**config.mk**
```make
export PLATFORM = sky130hd
export DESIGN_NAME = dht_uart_report_flat
export DESIGN_NICKNAME = d
export VERILOG_FILES = /design/src/rtl/dht_uart_report_if.sv /design/src/rtl/dht_uart_report.sv /design/src/flat_wrapper.sv
export SDC_FILE = /design/constraint.sdc
export NUM_CORES = 1
export LEC_CHECK = 0
export ABC_CLOCK_PERIOD_IN_PS = 5520
export CORE_MARGIN = 5
export CORE_UTILIZATION = 50
export CTS_BUF_LIST = sky130_fd_sc_hd__clkbuf_4 sky130_fd_sc_hd__clkbuf_8 sky130_fd_sc_hd__clkbuf_16
export CTS_CLUSTER_DIAMETER = 150
export DETAILED_ROUTE_END_ITERATION = 8
export MAX_ROUTING_LAYER = met4
export PLACE_DENSITY = 0.76
export SYNTH_ARGS = -nofsm -noshare
export SYNTH_HDL_FRONTEND = slang
export SYNTH_SLANG_ARGS = --single-unit
```
**constraint.sdc**
```tcl
create_clock -name clk -period 5.52 [get_ports clk]
set_input_delay 1.104 -clock clk [delete_from_list [all_inputs] [get_ports clk]]
set_output_delay 1.104 -clock clk [all_outputs]
set_load 0.02 [all_outputs]
```
**src/rtl/dht_uart_report_if.sv**
```systemverilog
// dht_uart_report_if: sensor frame input and TX FIFO write port of the report stage
interface dht_uart_report_if;
  logic [39:0] i_data;
  logic        i_done;
  logic        i_full;
  logic        o_push;
  logic [7:0]  o_tx_data;
  logic        o_busy;
  logic        o_drop;
  modport master (input i_data, i_done, i_full, output o_push, o_tx_data, o_busy, o_drop);
  modport slave (output i_data, i_done, i_full, input o_push, o_tx_data, o_busy, o_drop);
endinterface

```
**src/rtl/dht_uart_report.sv**
```systemverilog
// dht_uart_report: converts a DHT11 frame to an 11-byte "Hnnn Tnnn\r\n" line for the TX FIFO
module dht_uart_report #(
  parameter logic [7:0] HUM_CHAR = 8'h48,
  parameter logic [7:0] TMP_CHAR = 8'h54,
  parameter logic [7:0] SEP_CHAR = 8'h20
) (
  input logic clk,
  input logic rst,
  dht_uart_report_if.master bus
);
  typedef enum logic [1:0] {IDLE, CONVERT, SEND} state_t;
  state_t state, state_nx;
  logic [19:0] hsr, tsr;
  logic [2:0] bit_cnt;
  logic [3:0] idx;
  logic [7:0] cur_byte;
  logic busy, take, send;
  logic unused;
  assign unused = ^{bus.i_data[31:24], bus.i_data[15:0]};
  // busy covers the cycle of the final push, so a done arriving on the return to IDLE is dropped
  assign busy = (state != IDLE) || bus.o_push;
  assign take = bus.i_done && !busy;
  assign send = (state == SEND) && !bus.i_full && (idx <= 4'd10);
  assign bus.o_busy = busy;
  function automatic logic [19:0] dabble(input logic [19:0] s);
    logic [19:0] a;
    a = s;
    for (int k = 0; k < 3; k++)
      if (a[8+4*k +: 4] >= 4'd5) a[8+4*k +: 4] = a[8+4*k +: 4] + 4'd3;
    return a << 1;
  endfunction
  // state register
  always_ff @(posedge clk or negedge rst)
    if (!rst) state <= IDLE;
    else state <= state_nx;
  // next-state logic
  always_comb begin
    state_nx = state;
    case (state)
      IDLE:    state_nx = take ? CONVERT : IDLE;
      CONVERT: state_nx = (bit_cnt == 3'd7) ? SEND : CONVERT;
      SEND:    state_nx = ((idx > 4'd10) || (send && idx == 4'd10)) ? IDLE : SEND;
      default: state_nx = IDLE;
    endcase
  end
  // byte selected by the current line index
  always_comb begin
    cur_byte = 8'h0A;
    case (idx)
      4'd0: cur_byte = HUM_CHAR;
      4'd1: cur_byte = {4'h3, hsr[19:16]};
      4'd2: cur_byte = {4'h3, hsr[15:12]};
      4'd3: cur_byte = {4'h3, hsr[11:8]};
      4'd4: cur_byte = SEP_CHAR;
      4'd5: cur_byte = TMP_CHAR;
      4'd6: cur_byte = {4'h3, tsr[19:16]};
      4'd7: cur_byte = {4'h3, tsr[15:12]};
      4'd8: cur_byte = {4'h3, tsr[11:8]};
      4'd9: cur_byte = 8'h0D;
      default: cur_byte = 8'h0A;
    endcase
  end
  // capture, double-dabble conversion, registered FIFO write and drop pulse
  always_ff @(posedge clk or negedge rst)
    if (!rst) begin
      hsr <= '0;
      tsr <= '0;
      bit_cnt <= '0;
      idx <= '0;
      bus.o_push <= 1'b0;
      bus.o_tx_data <= '0;
      bus.o_drop <= 1'b0;
    end else begin
      bus.o_drop <= bus.i_done && busy;
      bus.o_push <= send;
      if (take) begin
        hsr <= {12'd0, bus.i_data[39:32]};
        tsr <= {12'd0, bus.i_data[23:16]};
        bit_cnt <= '0;
      end
      if (state == CONVERT) begin
        hsr <= dabble(hsr);
        tsr <= dabble(tsr);
        bit_cnt <= bit_cnt + 3'd1;
        if (bit_cnt == 3'd7) idx <= '0;
      end
      if (send) begin
        bus.o_tx_data <= cur_byte;
        idx <= idx + 4'd1;
      end
    end
endmodule

```
**src/flat_wrapper.sv**
```systemverilog
// flat-port wrapper written by rule: the top's interface ports become plain ports
module dht_uart_report_flat 
#(
  parameter logic [7:0] HUM_CHAR = 8'h48,
  parameter logic [7:0] TMP_CHAR = 8'h54,
  parameter logic [7:0] SEP_CHAR = 8'h20
)
  (clk, rst, bus_i_data, bus_i_done, bus_i_full, bus_o_push, bus_o_tx_data, bus_o_busy, bus_o_drop);
  dht_uart_report_if bus_i ();
  input logic clk;
  input logic rst;
  input wire logic [$bits(bus_i.i_data)-1:0] bus_i_data;
  input wire logic [$bits(bus_i.i_done)-1:0] bus_i_done;
  input wire logic [$bits(bus_i.i_full)-1:0] bus_i_full;
  output wire logic [$bits(bus_i.o_push)-1:0] bus_o_push;
  output wire logic [$bits(bus_i.o_tx_data)-1:0] bus_o_tx_data;
  output wire logic [$bits(bus_i.o_busy)-1:0] bus_o_busy;
  output wire logic [$bits(bus_i.o_drop)-1:0] bus_o_drop;
  assign bus_i.i_data = bus_i_data;
  assign bus_i.i_done = bus_i_done;
  assign bus_i.i_full = bus_i_full;
  assign bus_o_push = bus_i.o_push;
  assign bus_o_tx_data = bus_i.o_tx_data;
  assign bus_o_busy = bus_i.o_busy;
  assign bus_o_drop = bus_i.o_drop;
  dht_uart_report #(.HUM_CHAR(HUM_CHAR), .TMP_CHAR(TMP_CHAR), .SEP_CHAR(SEP_CHAR)) u_core (.clk(clk), .rst(rst), .bus(bus_i));
endmodule
```
==> qor.yml <==
setup_path:
  endpoint_kind: "output port"
  crit_fanout: 5
  critical_path_class: "reg2out"
  r2r_setup_slack_ps: 2920
  cp-startpoint: "u_core.state[0]"
  crit_path_start_kind: "flop"
  r2r-end: "u_core.bus.o_tx_data[1]"
  arrival_ps: 1690
  rr_worst_depth: 7
  critical_path.endpoint: "bus_o_busy"
  reg2reg_from: "u_core.idx[0]"
  required_ps: 4420
global_route:
  grt_max_degree: 68
  grt_use_total_pct: 17.5
  grt_pass1_vias: 2506
  grt_pass1_wl_mm: 11.6
  grt_antenna_before_repair: 0
  overflow: 0
floorplanning:
  die_x_um: 90.2
  io_pins: 55
  die_area_um2: 8140
  initial_utilization_pct: 51.0
  core_um2: 6310
  die_y_um: 90.2
  num_rows: 29
cells_and_area:
  finalNonFillerCells: 443
  final_nets: 423
  antenna_cells: 0
  design_area_um2: 3700
  final_util_pct: 58.6
  synthToLayoutAreaGrowth_pct: 14.9
  layout-drive-gt1-share_pct: 8.74
synthesis:
  ys_seq_area_share_pct: 45.1
  synthFlopType: "dfrtp_1"
  synth_edf_count: 0
  synth_most_common_cell: "dfrtp_1"
  ys_types: 48
  ys_warn_count: 0
  syn_inst: 341
  ys_seq_elements: 58
  avgSynthCellArea_um2: 9.44
  synth_common_cells: "dfrtp_1 (58), nand2_1 (36), nand3_1 (26), nor2_1 (26), o21ai_0 (24)"
  yosysTopAreaCellShare_pct: 45.1
  async_reset_ff_share_pct: 100
  yosysTopAreaCell: "dfrtp_1"
  synth_nets: 403
  syn_area_um2: 3220
  synth_area_leaders: "dfrtp_1 (45%), ha_1 (7.0%), nand2_1 (4.2%)"
pwr:
  p_leak_nw: 1.61
  power_density_nw_per_um2: 577
  power_mw: 2.13
  ir_drop_mv: 0.552
  p_int_mw: 1.25
  swShare_pct: 41.5
  power_frac_seq_pct: 36.1
  total_switching_power_mw: 0.886
  clkPwrFrac_pct: 18.6
  p_comb_share_pct: 45.3
timing:
  slew_headroom_pct: 19.4
  final_max_slew_viol_count: 0
  rsz0062_at_grt: "no"
  timing.final.crit_period_ps: 2790
  clock_skew_ps: 7.06
  fin_hold_ws_ps: 481
  fin_ws_ps: 2730
  fmax_mhz: 358
  finalHoldViolCount: 0
  tns_ps: 0
  finalSetupViolations: 0
  worst_pin_slew_ps: 1210
  period_share_pct: 50.6
flow_run:
  max_cap_viol_count: 0
clock_network:
  cts_sinks: 58
  cts_tree: "built"
  clk_latency_ps: 330
  cts_resized: 0
  cts_buffers: 9
  htreeDepth: 3
  cts_setup_buffers: 0
  cts_buffer_depth: 2
  hold_buffers: 0
  clockRootBuffer: "clkbuf_8"
  cts.clk_slew.worst_paths_ps: 70
route:
  num_vias: 2566
  wire_per_inst_um: 15.0
  first_iter_violations: 202
  via_per_inst: 5.79
  dr.pass1.iters: 4
  drc_errors: 0
  ant_nets: 0
  finalWirelength_mm: 6.64
placed_design:
  place_area_um2: 3490
  place_inst: 427
  io_buffers: 29
  routabilityCongestion: 0.840
  dp_hpwl_mm: 4.44
  pre_cts_ws_ps: 2440
status:
  run_status: "complete, no violations"
worst_hold_path:
  hold_class: "reg2reg"
[layer usage]
layer  wire, um  track usage [%]  part of all wire [%]  vias to the layer above
met5          0                -                     0                        -
met4        129             8.93                   1.9                        0
met3        256             3.09                   3.9                       10
met2       3220             27.1                    49                       53
met1       3030             22.0                    46                     1253
li1           -                -                     -                     1250
[worst max-delay path, stage by stage (launching register included)]
cell and delay [ps]:
dfrtp_1 400, or3_1 410, clkdlybuf4s50_1 550
[worst min path at each step]
| stage | end | cells past startpoint | startpoint |
|---|---|---|---|
| after floorplan | u_core.tsr[8] | 2 | u_core.tsr[7] |
| after global placement | u_core.tsr[8] | 2 | u_core.tsr[7] |
| after detailed placement | u_core.tsr[8] | 2 | u_core.tsr[7] |
| after CTS | u_core.tsr[8] | 2 | u_core.tsr[7] |
| after global routing | u_core.bus.o_tx_data[6] | 2 | u_core.bus.o_tx_data[6] |
| final | u_core.tsr[8] | 2 | u_core.tsr[7] |
[registers in the layout (all words and copies together) (netlist names)]
signal and flops:
u_core.idx 4, u_core.hsr 20, u_core.bus.o_tx_data 7, u_core.state 2, u_core.tsr 20, u_core.bus.o_push 1
u_core.bus.o_drop 1, u_core.bit_cnt 3
[power groups by stage]
stage          clock network [mW]  logic (mW)  registers (mW)
4_1_cts                     0.403       0.969           0.768
3_3_place_gp                    0       0.929           0.768
6_report                    0.397       0.967           0.770
5_1_grt                     0.429        1.10           0.796
3_5_place_dp                    0       0.970           0.774
2_1_floorplan                   0       0.765           0.752
[layout make-up]
cell class	instances	area, um2
Clock buffer	10	138
Clock inverter	6	66.3
Sequential cell	58	1450
Fill cell	551	2620
Timing Repair Buffer	31	300
Inverter	19	71.3
Tap cell	77	96.3
Multi-Input combinational cell	242	1580
[cell families (layout without fill, tap and decap cells)]
family                     Yosys count  count (layout)  synth area share [%]
and+or+nand+nor                    116             116                  17.6
AOI/OAI and AO/OA                   89              89                  18.7
DFF                                 58              58                  45.1
buffers and inverters               41              66                  6.02
adders and majority gates           18              18                  7.00
xor gates and xnor gates            10              10                  2.72
muxes                                8               8                  2.76
other                                1               1                 0.116
[cells in the final DEF (no fill, tap or decap), drive strengths merged, types with 2 or more instances in the layout]
master         count
a22oi              2
nand2b             7
and3               2
nand3b             2
nor3               3
buf                3
o32a               2
xor2               4
nor2b              2
xnor2              6
clkdlybuf4s50     28
nand2             37
or3                2
a211oi             2
inv               19
nor2              26
a32o               7
a221oi             3
a211o              3
clkbuf            10
nor3b              3
o21ai             24
clkinvlp           3
dfrtp             58
o22ai              8
mux2               7
nand3             26
a31oi              8
o31ai             12
ha                18
a21oi             14
clkinv             2
Note: power is estimated with default switching activity, not from simulation.
